### src/rtl/mips_pkg.sv
// Shared MIPS datapath constants and types.
// Used by the register file and its read ports.
package mips_pkg;

    localparam int DATA_W   = 32;
    localparam int ADDR_W   = 5;
    localparam int NUM_REGS = 2 ** ADDR_W;

    localparam logic [ADDR_W-1:0] REG_ZERO = 5'd0;
    // jal link target
    localparam logic [ADDR_W-1:0] REG_RA   = 5'd31;

    typedef logic [ADDR_W-1:0] reg_addr_t;
    typedef logic [DATA_W-1:0] word_t;

endpackage

### src/rtl/rf_read_port.sv
// One combinational register-file read port.
// $0 reads zero; a live WB write to the same address is forwarded.
module rf_read_port
    import mips_pkg::*;
#(
    parameter int DATA_W = mips_pkg::DATA_W,
    parameter int ADDR_W = mips_pkg::ADDR_W
) (
    input  logic [ADDR_W-1:0] rd_addr,
    input  logic [DATA_W-1:0] rd_word,
    input  logic              wr_en,
    input  logic [ADDR_W-1:0] wr_addr,
    input  logic [DATA_W-1:0] wr_data,
    output logic [DATA_W-1:0] rd_data
);

    logic is_zero;
    logic bypass;

    always_comb begin
        is_zero = (rd_addr == ADDR_W'(REG_ZERO));
        bypass  = wr_en && (wr_addr == rd_addr);
        rd_data = rd_word;
        if (is_zero) begin
            rd_data = '0;
        end else if (bypass) begin
            rd_data = wr_data;
        end
    end

endmodule

### src/rtl/register_file_2r1w.sv
// 32x32 MIPS register file: two bypassed combinational reads, one write.
// Sits across ID/WB so a WB write is visible to ID in the same cycle.
module register_file_2r1w
    import mips_pkg::*;
#(
    parameter int DATA_W = mips_pkg::DATA_W,
    parameter int ADDR_W = mips_pkg::ADDR_W
) (
    input  logic              Clk,
    input  logic              Rst,
    input  logic [ADDR_W-1:0] ReadRegister1,
    input  logic [ADDR_W-1:0] ReadRegister2,
    input  logic [ADDR_W-1:0] WriteRegister,
    input  logic [DATA_W-1:0] WriteData,
    input  logic              RegWrite,
    output logic [DATA_W-1:0] ReadData1,
    output logic [DATA_W-1:0] ReadData2
);

    localparam int N_REGS = 2 ** ADDR_W;

    logic [DATA_W-1:0] regs_q [N_REGS];
    logic [DATA_W-1:0] regs_d [N_REGS];
    logic              wr_live;

    // Reset blocks both the write and the forwarding path.
    assign wr_live = RegWrite && !Rst;

    always_comb begin
        regs_d = regs_q;
        if (RegWrite && (WriteRegister != ADDR_W'(REG_ZERO))) begin
            regs_d[WriteRegister] = WriteData;
        end
    end

    always_ff @(posedge Clk) begin
        if (Rst) begin
            for (int i = 0; i < N_REGS; i++) begin
                regs_q[i] <= '0;
            end
        end else begin
            regs_q <= regs_d;
        end
    end

    rf_read_port #(
        .DATA_W (DATA_W),
        .ADDR_W (ADDR_W)
    ) u_rd1 (
        .rd_addr (ReadRegister1),
        .rd_word (regs_q[ReadRegister1]),
        .wr_en   (wr_live),
        .wr_addr (WriteRegister),
        .wr_data (WriteData),
        .rd_data (ReadData1)
    );

    rf_read_port #(
        .DATA_W (DATA_W),
        .ADDR_W (ADDR_W)
    ) u_rd2 (
        .rd_addr (ReadRegister2),
        .rd_word (regs_q[ReadRegister2]),
        .wr_en   (wr_live),
        .wr_addr (WriteRegister),
        .wr_data (WriteData),
        .rd_data (ReadData2)
    );

endmodule

### config.mk
export PLATFORM = sky130hd
export DESIGN_NAME = register_file_2r1w
export DESIGN_NICKNAME = d
export VERILOG_FILES = /design/src/rtl/mips_pkg.sv /design/src/rtl/rf_read_port.sv /design/src/rtl/register_file_2r1w.sv
export SDC_FILE = /design/constraint.sdc
export NUM_CORES = 2
export LEC_CHECK = 0
export ABC_AREA = 1
export BUFFER_PORTS_ARGS = -buffer_cell sky130_fd_sc_hd__buf_2
export CAP_MARGIN = 10
export CORE_MARGIN = 5
export CORE_UTILIZATION = 45
export DETAILED_ROUTE_END_ITERATION = 12
export PLACE_DENSITY = 0.71
export SLEW_MARGIN = 10
export SYNTH_ARGS = -nofsm -noshare
export SYNTH_HDL_FRONTEND = slang
export SYNTH_SLANG_ARGS = --single-unit
### constraint.sdc
create_clock -name Clk -period 1.8 [get_ports Clk]
set_input_delay 0.09 -clock Clk [delete_from_list [all_inputs] [get_ports Clk]]
set_output_delay 0.09 -clock Clk [all_outputs]
set_load 0.03 [all_outputs]
==> Word-level counts from Yosys, hierarchy flattened <==
Index checks and enable logic that the tools add are counted.
{ "totals": {"ff_bits": 1024, "in_bits": 50} }
{ "op_classes": {"order_cmp": 4, "n_eq_ne": 2, "n_mux": 13, "bitwise_logic": 3, "reduce_logical": 9} }
{ "op_table": {"columns": ["op", "n"], "rows": [
  ["bitwise mux 1024 bit", 1],
  ["binary-select mux 32 bit (select 5 bit)", 2],
  ["two-way mux 32 bit", 9],
  ["demux 32 bit (select 5 bit)", 1],
  [">= comparator 6 bit, second input constant", 3],
  ["inverter 5 -> 6 bit", 3],
  ["== test 5 bit", 2],
  ["logical NOT 5 bit", 2],
  ["less-than comparator 6 x 1 -> 1 bit, second input constant", 1],
  ["logical AND 1 bit", 5],
  ["nonzero test 5 bit", 1],
  ["logical NOT 1 bit", 1]
]} }

==> Longest topological paths before layout <==
{ "depth": {"ltp_word": 6, "ltp_mapped": 13, "ltp_nobuf": 10} }

==> Cells and area by module <==
From an unflattened synthesis, not the netlist that was laid out.
{ "unflattened": {"hier_cells": 10082, "area_unflattened_um2": 58157.0} }
{ "by_module_without_submodules": {"columns": ["module", "n_inst", "cells_per_inst", "area_per_inst_um2", "seq_area_each_um2"], "rows": [
  ["register_file_2r1w", 1, 9684, 56520.5, 20499.7],
  ["rf_read_port", 2, 199, 818.3, 0.0]
]} }

==> Worst setup path before layout <==
Ideal clock, no wire load.
{ "synth_timing": {"kind": "input -> output", "startpoint": "input ReadRegister2[1]", "endpoint": "output ReadData2[26]", "arrival_ns": 1.604, "t_required_ns": 1.710, "setup_slack_ns": 0.106, "stages": 10, "path_buffers": 3, "path_cell_list": "buf_2 > inv_1 > buf_4 > clkbuf_1 > o211ai_1 > nand3_1 > nand3_1 > nand3_1 > nand2_1 > a21oi_1"} }
{ "synth_between": {"elab_chain_len": 6, "word_cells_on_any_way": 9, "classes_between": "eq/ne: 1; mux: 5; bitwise: 1; reduce/logical: 2"} }
{ "synth_rtl": {"columns": ["element", "line_no", "text"], "rows": [
  ["from (decl)", "register_file_2r1w.sv:12", "input logic [ADDR_W-1:0] ReadRegister2,"],
  ["inverter 5 -> 6 bit (implied by the code)", "register_file_2r1w.sv:63", ".rd_word (regs_q[ReadRegister2]),"],
  ["binary-select mux 32 bit (select 5 bit)", "register_file_2r1w.sv:63", null],
  ["two-way mux 32 bit (implied by the code) (2 in a row)", "register_file_2r1w.sv:63", null],
  ["two-way mux 32 bit", "rf_read_port.sv:26", "end else if (bypass) begin"],
  ["two-way mux 32 bit (*)", "rf_read_port.sv:24", "if (is_zero) begin"],
  ["to (decl)", "register_file_2r1w.sv:17", "output logic [DATA_W-1:0] ReadData2"]
]} }
Every way passes the cells marked *; elsewhere a longest branch is shown, timed or not. The select of a mux whose other input is x is not followed.

==> Worst setup path after layout <==
{ "layout_timing": {"startpoint": "register regs_q[981] (netlist name)", "endpoint": "output ReadData2[21]"} }
{ "layout_between": {"elab_chain_len": 5} }
{ "layout_rtl": {"columns": ["element", "line_no", "text"], "rows": [
  ["from (decl)", "register_file_2r1w.sv:22", "logic [DATA_W-1:0] regs_q [N_REGS];"],
  ["from (signal assigned)", "register_file_2r1w.sv:42", "regs_q <= regs_d;"],
  ["binary-select mux 32 bit (select 5 bit)", "register_file_2r1w.sv:63", null],
  ["two-way mux 32 bit (implied by the code) (2 in a row)", "register_file_2r1w.sv:63", null],
  ["two-way mux 32 bit", "rf_read_port.sv:26", null],
  ["two-way mux 32 bit", "rf_read_port.sv:24", null]
]} }
No other way between the ends. The select of a mux whose other input is x is not followed.

==> impl_metrics.csv <==
group,metric,value,unit
setup_path,cp.required,1.71,ns
global_route,first_global_vias,58700,
finish,area_delta_synth_final,24.6,%
clock_tree,cts_root_buf,"clkbuf_16",
setup_path,path_class,"reg -> out",
synthesis,synth_area_leaders,"dfxtp_1, nand2_1, nand3_1, o21ai_0, a21oi_1",
finish,top_regs,"regs_q (1024)",
setup_path,worstPathArrival,2.20,ns
finish,drive_gt1_frac,0.243,
clock_tree,clk_latency,0.74,ns
synthesis,ys_seq_elements,1024,
timing,skew,0,ns
route,viasPerCell,6.04,
placement,dp.cells,10500,
synthesis,synthTopCellsByCount,"nand2_1, nand3_1, o21ai_0, dfxtp_1, a21oi_1",
placement,hpwl,149000,um
synthesis,ys.warnings.count,0,
route,wl_per_cell,22.6,um
clock_tree,cts_made_buffers,109,
synthesis,seq_area_frac_synth,0.362,
timing,drv_slew,0,
power,total_power,57300,uW
placement,placed_cell_area,62000,um2
finish,nets,9101,
placement,portBuffers,113,
hold_path,hp-class,"in -> reg",
timing,worst_pin_slew,1.22,ns
finish,largest_reg_flops,1024,
die,top_level_ports,114,
finish,largest-register,"regs_q",
timing,setup_ws,-0.486,ns
global_route,track_usage,0.346,
run,maxCapViolations,0,
synthesis,synth_top_cell_area_share,0.362,
power,p_per_area,812,nW/um2
status,violations,"setup timing",
finish,stdcell_count,10800,
global_route,grt_max_degree,224,
finish,design_area,70500,um2
synthesis,synth_ff_type,"dfxtp_1",
route,first_iter_violations,9513,
route,drc_errors,0,
route,num_vias,65200,
synthesis,syn-num-nets,9151,
timing,max_freq,437,MHz
placement,place_congestion,0.962,
timing,slew_headroom,0.186,
global_route,grt-ovfl-total,0,
timing,period_share,1.27,
power,leakage,0.0304,uW
clock_tree,clock_sinks,1024,
die,fp.dieH,365,um
synthesis,yosysUniqueCellTypes,26,
die,die-area,133000,um2
die,start_util,0.452,
power,ir_drop,0.000819,V
synthesis,synth_cells,9101,
die,die_x,365,um
timing,setup_violations,64,
synthesis,synth_most_common_cell,"nand2_1",
die,core_area,125000,um2
die,rows,130,
setup_path,startpoint_type,"flop",
global_route,antenna_found_initial,9,
status,status,"finished with violations",
clock_tree,cts_htree_levels,3,
route,routed_wl,243000,um
global_route,grt_pass1_wl,358000,um
clock_tree,clockBufferDepth,3,
setup_path,worst_setup_path_end_kind,"output pin",
setup_path,worstPathMaxFanout,3,
clock_tree,cts_tree,"yes",
synthesis,avgSynthCellArea,6.22,um2
clock_tree,cts.clk_slew.worst_paths,0.06,ns
synthesis,syn_area,56600,um2
synthesis,yosys.area.top_type,"dfxtp_1",
route,drt_first_pass_iters,9,
synthesis,synth_edf_count,0,
timing,fin_crit,2.29,ns
timing,rsz0062_at_grt,"yes",
timing,final_hold_viol_count,0,
synthesis,postSynth.asyncResetShare,0,
route,ant_nets,0,
==> final cells by class <==
cell class / instances / area (um2)
Clock buffer: 153 / 3160
Inverter: 923 / 3510
Clock inverter: 42 / 507
Multi-Input combinational cell: 6311 / 32700
Sequential cell: 1024 / 20900
Tap cell: 1650 / 2060
Fill cell: 11500 / 54700
Antenna cell: 5 / 12.5
Timing Repair Buffer: 682 / 7610
==> path summary, 6_finish.rpt <==
check,cells after the start,to,slack (ns),start
worst max-delay path,10,ReadData2[21],-0.49,regs_q[981]
worst max register to register,4,regs_q[620],0.95,regs_q[620]
worst min register to register,2,regs_q[1006],0.44,regs_q[1006]
worst min-delay path,5,regs_q[289],0.04,Rst
==> repair_timing <==
action	CTS	global route
hold buffers	30	0
gates cloned	0	0
pin swaps	277	468
buffers inserted	12	14
endpoints found under the hold margin	503	0
setup endpoints to repair	64	64
gates resized for setup	828	752
==> stage by stage <==
stage | setup TNS, ns | hold slack [ns] | utilization | setup slack [ns]
after CTS | -19.82 | 0.000549 | 0.546 | -0.485
after global routing | -24.08 | 0.0377 | 0.563 | -0.573
after detailed placement | -19.91 | 0.437 | 0.495 | -0.364
after global placement | -16.48 | 0.432 | 0.495 | -0.375
after floorplan | 0 | 0.266 | - | 0.106
final | -19.60 | 0.0411 | 0.563 | -0.486
==> logic make-up after synthesis <==
group,share of synthesized area
flip-flops,0.362
AND/OR/NAND/NOR,0.297
buffers and inverters,0.122
AO/OA/AOI/OAI,0.218
XOR/XNOR,0.000619
==> worst max-delay path, cell delays in order (launching register included) <==
cell and delay, ns:
dfxtp_1 0.31, inv_1 0.06, nand2_1 0.06, nand3_1 0.09, nand3_2 0.11, nand3_2 0.09, a21oi_4 0.23, nor2_2 0.05
nor2_1 0.11, buf_4 0.19, buf_6 0.15
==> report_power, final <==
group          leakage, uW  internal (uW)  switching [uW]
clock network      0.00181          13700            9920
logic               0.0201           3640            6910
registers          0.00842          23000             123
total               0.0304          40300           17000
==> cell usage in the layout, fill, tap and decap left out, types with 9 or more instances in the layout <==
cell           netlist  layout
nor3_1               9       9
buf_2              221      41
o21ai_0           1106    1062
nand2_1           1835    1685
nand3_4              2      23
or2_4                0      45
clkbuf_1           557      20
a21oi_1            949     892
a21oi_2              0      34
nand2_4              0      30
dfxtp_2              0     312
o211ai_1           229     229
buf_6                0      73
buf_12               0     176
inv_1              874     611
nor2_2               6      50
nor2_1             693     637
dfxtp_1           1024     709
bufinv_16            0      11
a21oi_4              0      23
nand3_1           1358     926
o21ai_1             60     102
clkinv_2             0      24
clkbuf_8             0      23
nor2_4               6      18
clkbuf_16            0     111
nand3_2              2     413
buf_4                5     356
nand2_2              0     119
inv_2               47     305
dlygate4sd3_1        0      30
==> metal layers <==
metal | part of all wire | GRT usage | vias to the layer above | routed length [um]
met1 | 0.38 | 0.446 | 29800 | 91600
met3 | 0.15 | 0.115 | 1085 | 35500
li1 | - | - | 29700 | -
met2 | 0.41 | 0.504 | 4626 | 99900
met5 | 0.00044 | 0 | - | 106
met4 | 0.067 | 0.201 | 10 | 16400
No activity file was read; power rests on OpenSTA's default activity.
